**config.mk**
```make
export PLATFORM = sky130hd
export DESIGN_NAME = uart_decoder
export DESIGN_NICKNAME = d
export VERILOG_FILES = /design/src/rtl/uart_decoder.sv
export SDC_FILE = /design/constraint.sdc
export NUM_CORES = 1
export LEC_CHECK = 0
export BUFFER_PORTS_ARGS = -buffer_cell sky130_fd_sc_hd__buf_4
export CORE_MARGIN = 2
export CORE_UTILIZATION = 45
export DETAILED_ROUTE_END_ITERATION = 6
export GPL_TIMING_DRIVEN = 0
export PLACE_DENSITY_LB_ADDON = 0.12
export SLEW_MARGIN = 20
export SYNTH_ARGS = -nofsm -noshare
export SYNTH_HDL_FRONTEND = slang
export SYNTH_SLANG_ARGS = --single-unit
```
**constraint.sdc**
```tcl
create_clock -name i_Clk -period 3.2 [get_ports i_Clk]
set_clock_uncertainty 0.05 [all_clocks]
set_input_delay 0.8 -clock i_Clk [delete_from_list [all_inputs] [get_ports i_Clk]]
set_output_delay 0.8 -clock i_Clk [all_outputs]
set_load 0.05 [all_outputs]
```
**src/rtl/uart_decoder.sv**
```systemverilog
// -----------------------------------------------------------------------------
// uart_decoder
//    8N1 UART receiver with a run-time programmable bit period.
//    The serial line is double-flop synchronised. A start edge is qualified
//    at mid-bit, the data bits are taken LSB first at one-period spacing, and
//    the stop bit decides between a good frame and a framing error. A stop
//    bit that samples low parks the receiver in BREAK until the line idles
//    high again, so a held-low line can never look like a new start bit.
//
// Ports
//    i_Clk            system clock, all state changes on the rising edge
//    i_Reset          asynchronous, active-high reset
//    i_Period         bit period in i_Clk cycles (values below 4 act as 4)
//    i_UART_RX        serial input, idle high
//    i_Ack            consumer acknowledge, clears o_Valid and o_Overrun
//    o_Byte           last correctly framed byte
//    o_Valid          high while o_Byte holds an unacknowledged byte
//    o_Overrun        sticky: a good byte was dropped while o_Valid was high
//    o_Framing_Error  one-cycle pulse when a stop bit samples low
//    o_Busy           high whenever the receiver is not idle
// -----------------------------------------------------------------------------
module uart_decoder #(
   parameter int PERIOD_WIDTH = 20
) (
   input  logic                    i_Clk,
   input  logic                    i_Reset,
   input  logic [PERIOD_WIDTH-1:0] i_Period,
   input  logic                    i_UART_RX,
   input  logic                    i_Ack,
   output logic [7:0]              o_Byte,
   output logic                    o_Valid,
   output logic                    o_Overrun,
   output logic                    o_Framing_Error,
   output logic                    o_Busy
);

   typedef enum logic [2:0] {
      ST_IDLE,
      ST_START,
      ST_DATA,
      ST_STOP,
      ST_BREAK
   } state_t;

   localparam logic [PERIOD_WIDTH-1:0] MIN_PERIOD = PERIOD_WIDTH'(4);

   state_t                  state_q,   state_d;
   logic                    rx_meta_q, rx_meta_d;
   logic                    rx_s_q,    rx_s_d;
   logic [PERIOD_WIDTH-1:0] period_q,  period_d;
   logic [PERIOD_WIDTH-1:0] cnt_q,     cnt_d;
   logic [2:0]              bit_idx_q, bit_idx_d;
   logic [7:0]              shift_q,   shift_d;
   logic [7:0]              byte_q,    byte_d;
   logic                    valid_q,   valid_d;
   logic                    overrun_q, overrun_d;
   logic                    ferr_q,    ferr_d;
   logic                    busy_q,    busy_d;

   logic                    frame_good;
   logic [PERIOD_WIDTH-1:0] period_m1;
   logic [PERIOD_WIDTH-1:0] half_m1;

   // Terminal counts for a full bit and for the mid-start-bit probe. The
   // latched period is at least 4, so neither can underflow.
   assign period_m1 = period_q - PERIOD_WIDTH'(1);
   assign half_m1   = (period_q >> 1) - PERIOD_WIDTH'(1);

   always_comb begin
      state_d    = state_q;
      rx_meta_d  = i_UART_RX;
      rx_s_d     = rx_meta_q;
      period_d   = period_q;
      cnt_d      = cnt_q;
      bit_idx_d  = bit_idx_q;
      shift_d    = shift_q;
      byte_d     = byte_q;
      valid_d    = valid_q;
      overrun_d  = overrun_q;
      ferr_d     = 1'b0;
      frame_good = 1'b0;

      if (i_Ack) begin
         valid_d   = 1'b0;
         overrun_d = 1'b0;
      end

      case (state_q)
         ST_IDLE: begin
            if (!rx_s_q) begin
               state_d  = ST_START;
               cnt_d    = '0;
               // Period is frozen for the whole frame from this point on.
               period_d = (i_Period < MIN_PERIOD) ? MIN_PERIOD : i_Period;
            end
         end
         ST_START: begin
            if (cnt_q == half_m1) begin
               cnt_d = '0;
               if (rx_s_q) begin
                  state_d = ST_IDLE;      // line went back high: a glitch
               end else begin
                  state_d   = ST_DATA;
                  bit_idx_d = 3'd0;
               end
            end else begin
               cnt_d = cnt_q + PERIOD_WIDTH'(1);
            end
         end
         ST_DATA: begin
            if (cnt_q == period_m1) begin
               cnt_d            = '0;
               shift_d[bit_idx_q] = rx_s_q;
               if (bit_idx_q == 3'd7) begin
                  state_d = ST_STOP;
               end else begin
                  bit_idx_d = bit_idx_q + 3'd1;
               end
            end else begin
               cnt_d = cnt_q + PERIOD_WIDTH'(1);
            end
         end
         ST_STOP: begin
            if (cnt_q == period_m1) begin
               cnt_d = '0;
               if (rx_s_q) begin
                  state_d    = ST_IDLE;
                  frame_good = 1'b1;
               end else begin
                  state_d = ST_BREAK;
                  ferr_d  = 1'b1;
               end
            end else begin
               cnt_d = cnt_q + PERIOD_WIDTH'(1);
            end
         end
         ST_BREAK: begin
            if (rx_s_q) begin
               state_d = ST_IDLE;
            end
         end
         default: begin
            state_d = ST_IDLE;
         end
      endcase

      // valid_d already includes any acknowledge in this cycle, so an
      // acknowledge that coincides with a new byte frees the slot for it.
      if (frame_good) begin
         if (valid_d) begin
            overrun_d = 1'b1;
         end else begin
            byte_d    = shift_q;
            valid_d   = 1'b1;
            overrun_d = 1'b0;
         end
      end

      busy_d = (state_d != ST_IDLE);
   end

   always_ff @(posedge i_Clk or posedge i_Reset) begin
      if (i_Reset) begin
         state_q   <= ST_IDLE;
         rx_meta_q <= 1'b1;
         rx_s_q    <= 1'b1;
         period_q  <= MIN_PERIOD;
         cnt_q     <= '0;
         bit_idx_q <= 3'd0;
         shift_q   <= 8'h00;
         byte_q    <= 8'h00;
         valid_q   <= 1'b0;
         overrun_q <= 1'b0;
         ferr_q    <= 1'b0;
         busy_q    <= 1'b0;
      end else begin
         state_q   <= state_d;
         rx_meta_q <= rx_meta_d;
         rx_s_q    <= rx_s_d;
         period_q  <= period_d;
         cnt_q     <= cnt_d;
         bit_idx_q <= bit_idx_d;
         shift_q   <= shift_d;
         byte_q    <= byte_d;
         valid_q   <= valid_d;
         overrun_q <= overrun_d;
         ferr_q    <= ferr_d;
         busy_q    <= busy_d;
      end
   end

   assign o_Byte          = byte_q;
   assign o_Valid         = valid_q;
   assign o_Overrun       = overrun_q;
   assign o_Framing_Error = ferr_q;
   assign o_Busy          = busy_q;

endmodule
```
## After elaboration in Yosys (flattened, before gate mapping)

Index checks and enable logic that the tools add are counted.

- Word-level logic and storage cells: 78
- Input bits: 24
- Flip-flop bits (word level): 68

- Add/subtract/negate cells: 4
- Magnitude comparators: 3
- Mux-type cells: 33
- Bitwise operators: 2
- Equality and inequality tests: 12
- Reduce and logical (&&, ||, !) cells: 12

Operators with widths:

| kind | number |
|---|---|
| $mux 20 | 4 |
| $pmux 20 s3 | 1 |
| $eq 20x20->1 | 2 |
| $mux 3 | 11 |
| $add 20x1->20 const B | 1 |
| $lt 20x3->1 const B | 1 |
| $sub 19x1->20 const B | 1 |
| $sub 20x1->20 const B | 1 |
| $pmux 3 s5 | 1 |
| $mux 1 | 12 |
| $ne 2x2->1 const B | 5 |
| $bwmux 8 | 1 |
| $reduce_and 2->1 | 4 |
| $eq 3x2->1 const B | 2 |
| $eq 3x3->1 const B | 2 |
| $pmux 3 s2 | 1 |
| $reduce_bool 3->1 | 2 |
| $reduce_and 5->1 | 1 |
| $lt 3x4->1 const B | 1 |
| $reduce_bool 2->1 | 2 |
| $add 3x1->3 const B | 1 |
| $demux 1 s3 | 1 |
| $eq 3x1->1 const B | 1 |
| $ge 3x1->1 const B | 1 |
| 5 further kinds | 6 |

## Depth between registers and ports, before layout

- Depth after elaboration: 5
- Mapped depth: 11
- Mapped depth without buffers: 10

## Least setup slack after synthesis

No wires, ideal clock.

- Path kind: register -> register
- Start: reg period_q[0]
- End: reg byte_q[0], in the netlist o_Byte[0]
- Data arrival time: 3.239 ns
- Period minus slack after synthesis: 3.414 ns
- Library setup time: 0.125 ns
- Path buffers: 1
- Slack: -0.214 ns
- Cell stages (with the launch flop): 12
- Path through: dfrtp_1 -> inv_1 -> ha_1 -> nor3b_1 -> nand3_1 -> xnor2_1 -> or4_1 -> or4_1 -> buf_6 -> nor2_8 -> nand4_4 -> mux2_4

- Word-level cells in the longest chain between the ends: 5

RTL lines:

| element | RTL line | text |
|---|---|---|
| start: declaration | 50 | `logic [PERIOD_WIDTH-1:0] period_q, period_d;` |
| start signal: assignment | 180 | `period_q <= period_d;` |
| $sub 20x1->20 | 66 | `assign period_m1 = period_q - PERIOD_WIDTH'(1);` |
| $eq 20x20->1 | 124 | `if (cnt_q == period_m1) begin` |
| $mux 1 | 124 |  |
| $mux 1 | 88 | `case (state_q)` |
| $reduce_and 2->1 (no line) | n/a |  |
| end signal: assignment | 184 | `byte_q <= byte_d;` |
| end: declaration | 54 | `logic [7:0] byte_q, byte_d;` |

Every way passes these cells.
A chain may end at the register's enable or synchronous reset.

## Worst setup path in the final report

- Start: reg period_q[1]
- End: reg byte_q[2], in the netlist o_Byte[2]

The elaborated chain is that of the path after synthesis.

==> results.cfg <==
[sta]
tns_ns = -0.264
relSlewSlack_pct = 49.1
finalSetupViolations = 8
whs_ns = 0.307
fmax_mhz = 308
tightestPinTransition_ns = 0.764
hold_viol_final = 0
fin_ws_ns = -0.0506
maxSlewViolCount = 0
rsz0062_at_grt = true
period_needed_ns = 3.25
post-route-period-util_pct = 102

[synth]
syn_avg_cell_area_sq_um = 8.84
synth_top_cell_area_share_pct = 34.9
synth_area_leaders = dfrtp_1 35%, nand2_1 6.8%, xnor2_1 6.6%
async_reset_ff_share_pct = 100
ys_types = 69
syn-cell-area_sq_um = 4670
yosysSeqAreaShare_pct = 36.6
postSynthCellCount = 528
synth_ff_type = dfrtp_1
syn_nets = 557
ys_seq_elements = 68
yosysTopAreaCell = dfrtp_1
synth_edf_count = 0
ys_warn_count = 0

[worst_setup_path]
endpoint_kind = flop
path_cells = inv_2 -> ha_4 -> nor3b_4 -> nand3_2 -> xnor2_2 -> or4_4 -> or4_4 -> nor2_8 -> nand4_4 -> mux2_4
r2r_cells = 10
worst_setup_path_start_kind = flop
critical_path_arrival_ns = 3.46
cpMaxStageDelayCell = or4_4
crit_path_max_fanout = 8
r2r_start = period_q[1]$_DFFE_PP0P_
crit_type = flop to flop
timing.rr.end = o_Byte[2]$_DFFE_PP0P_
path_common_cell = or4_4
reg2reg_slack_ns = -0.05
critical_path.max_stage_delay_ns = 0.62
required_ns = 3.41

[clocking]
cts.root.buffer_cell = clkbuf_8
cts_tree = done
clock_path_buffers = 2
cts_buffers = 9
clk_pin_slew_ns = 0.08
hold_buffers = 0
cts_num_sinks = 68
insertion_delay_ns = 0.37
clock_tree.htree_level_count = 3

[global_route]
grt_usage_pct = 23.7
grt_first_pass_wirelength_microns = 20500
antenna_found_initial = 0
grt-ovfl-total = 0
grt_max_degree = 37
grt_pass1_vias = 4032

[placement]
dpl-instance-area_sq_um = 5160
place_congestion = 0.927
portBuffers = 35
place_ws_ns = -0.557
hpwl_microns = 9240

[routing]
wl_per_cell_microns = 17.7
drt_wl_total_microns = 13400
avgViaCountPerCell = 5.78
ant_nets = 0
route.vias.total = 4369
first_pass_iters = 5
drt_iter0_drc = 299
drc = 0

[pwr]
power_switching_share_pct = 30.3
power.share.clock_pct = 37.1
leakage_uw = 0.00260
powerDensity_nw_per_um2 = 386
report.power.total_uw = 2400
p_int_uw = 1670
p_seq_share_pct = 41.0
p_comb_share_pct = 21.9
max-vdd-ir-drop_v = 0.000258
power_switching_uw = 727

[hold_path]
holdCritStartpoint = rx_meta_q$_DFF_PP1_
worstHoldPathCells = 0
min_to = rx_s_q$_DFF_PP1_
worstHoldPathType = flop to flop

[final_layout]
drive_gt1_share_pct = 33.2
layout_common_cells = 84 x nand2_1, 73 x buf_4, 62 x dfrtp_1, 32 x xnor2_1, 27 x nor2_1
design_area_sq_um = 6210
nets = 644
final_common_cell = nand2_1
area_growth_pct = 33.2
diodes = 0
nFillCells = 894

[run_status]
status = finished, violations left
violations = setup timing

[die]
io_pins = 36
start_util_pct = 45.8
core-area_sq_um = 10200
die_y_microns = 106
rows = 37
die_w_microns = 106
dieArea_sq_um = 11200

[run]
drv_cap = 0
[per-layer routing]
metal,track usage [%],up-vias,share of wire [%]
met4,9.96,0,2.9
li1,-,2075,-
met2,35.5,146,46
met1,33.1,2117,46
met5,0,-,0
met3,5.19,31,5.7
[kinds of logic (layout without fill, tap and decap cells)]
family / count (synthesis) / after routing / synth area share [%]
flip-flops: 68 / 68 / 36.6
multiplexers: 18 / 18 / 4.51
AO/OA/AOI/OAI: 103 / 103 / 15.0
buffers and inverters: 51 / 143 / 5.12
AND/OR/NAND/NOR: 226 / 226 / 26.6
XOR/XNOR: 57 / 57 / 10.9
adder cells (fa/ha/maj): 5 / 5 / 1.34
[how the worst max path moves through the flow]
stage                            startpoint                       end  cells past startpoint
floorplan           period_q[0]$_DFFE_PP0P_     o_Byte[0]$_DFFE_PP0P_                     11
global placement    period_q[1]$_DFFE_PP0P_      cnt_q[5]$_DFFE_PP0P_                     10
detailed placement  period_q[1]$_DFFE_PP0P_  bit_idx_q[1]$_DFFE_PP0P_                     10
CTS                 period_q[2]$_DFFE_PP1P_     o_Byte[4]$_DFFE_PP0P_                     11
global route        period_q[1]$_DFFE_PP0P_     o_Byte[2]$_DFFE_PP0P_                     11
finish              period_q[1]$_DFFE_PP0P_     o_Byte[2]$_DFFE_PP0P_                     10
[worst max-delay path: cells and delay by family, from the launching register on]
family / cells / cell delay, ns
buffers and inverters: 1 / 0.11
xor gates and xnor gates: 1 / 0.16
DFF: 1 / 0.40
muxes: 1 / 0.36
and+or+nand+nor: 6 / 1.90
adders and majority gates: 1 / 0.15
[synthesized netlist by cell type, types with 3 or more instances]
cell type	n
nor2b_1	4
o31ai_1	11
nand3_1	22
nand4_1	10
o21ai_0	33
dfstp_2	3
and2_1	5
and4_1	4
dfrtp_1	65
nand2b_1	6
mux2i_1	3
buf_2	13
or4_1	6
mux2_4	3
clkbuf_1	19
mux2_2	12
nor4_1	15
a22oi_1	4
buf_6	4
nor3_1	11
o211ai_1	7
nor3b_1	4
or2_2	3
xnor2_1	35
a21oi_1	10
a21o_1	4
nor2_1	28
nand2_1	84
o32ai_1	8
xor2_1	21
ha_1	5
o31a_1	3
inv_1	14
and3_1	3
[power by group through the flow]
stage,clock network (uW),logic [uW],registers [uW]
after CTS,912,429,969
after detailed placement,0,409,980
after global placement,0,393,980
final,890,526,983
after global routing,948,571,988
after floorplan,0,303,958
[final cells by class]
class / count / area, sq um / share of cell area [%]
well taps: 136 / 170 / 2.74
repair buffers: 82 / 663 / 10.7
clock inverters: 6 / 111 / 1.79
inverters: 14 / 55.1 / 0.886
multi-input cells: 409 / 3180 / 51.1
flip-flops and latches: 68 / 1710 / 27.5
plain buffers: 31 / 190 / 3.06
clock buffers: 10 / 138 / 2.22
[metrics by stage]
stage	util [%]	std cells
2_1_floorplan	-	528
3_3_place_gp	50.3	699
3_5_place_dp	50.6	701
4_1_cts	55.6	733
5_1_grt	61.0	756
6_report	61.0	756
[timing repair]
| item | in CTS | in global routing |
|---|---|---|
| endpoints found under the hold margin | 0 | 0 |
| endpoints found under the setup margin | 42 | 42 |
| gates resized for setup | 31 | 79 |
| buffers inserted | 19 | 24 |
| cloned | 0 | 2 |
| pin swaps | 9 | 27 |
[state kept, by name (all words and copies together) (netlist names), 3 cells and up]
name       count
cnt_q         20
period_q      20
o_Byte         8
shift_q        8
bit_idx_q      3
state_q        3
Note: power is estimated with default switching activity, not from simulation.
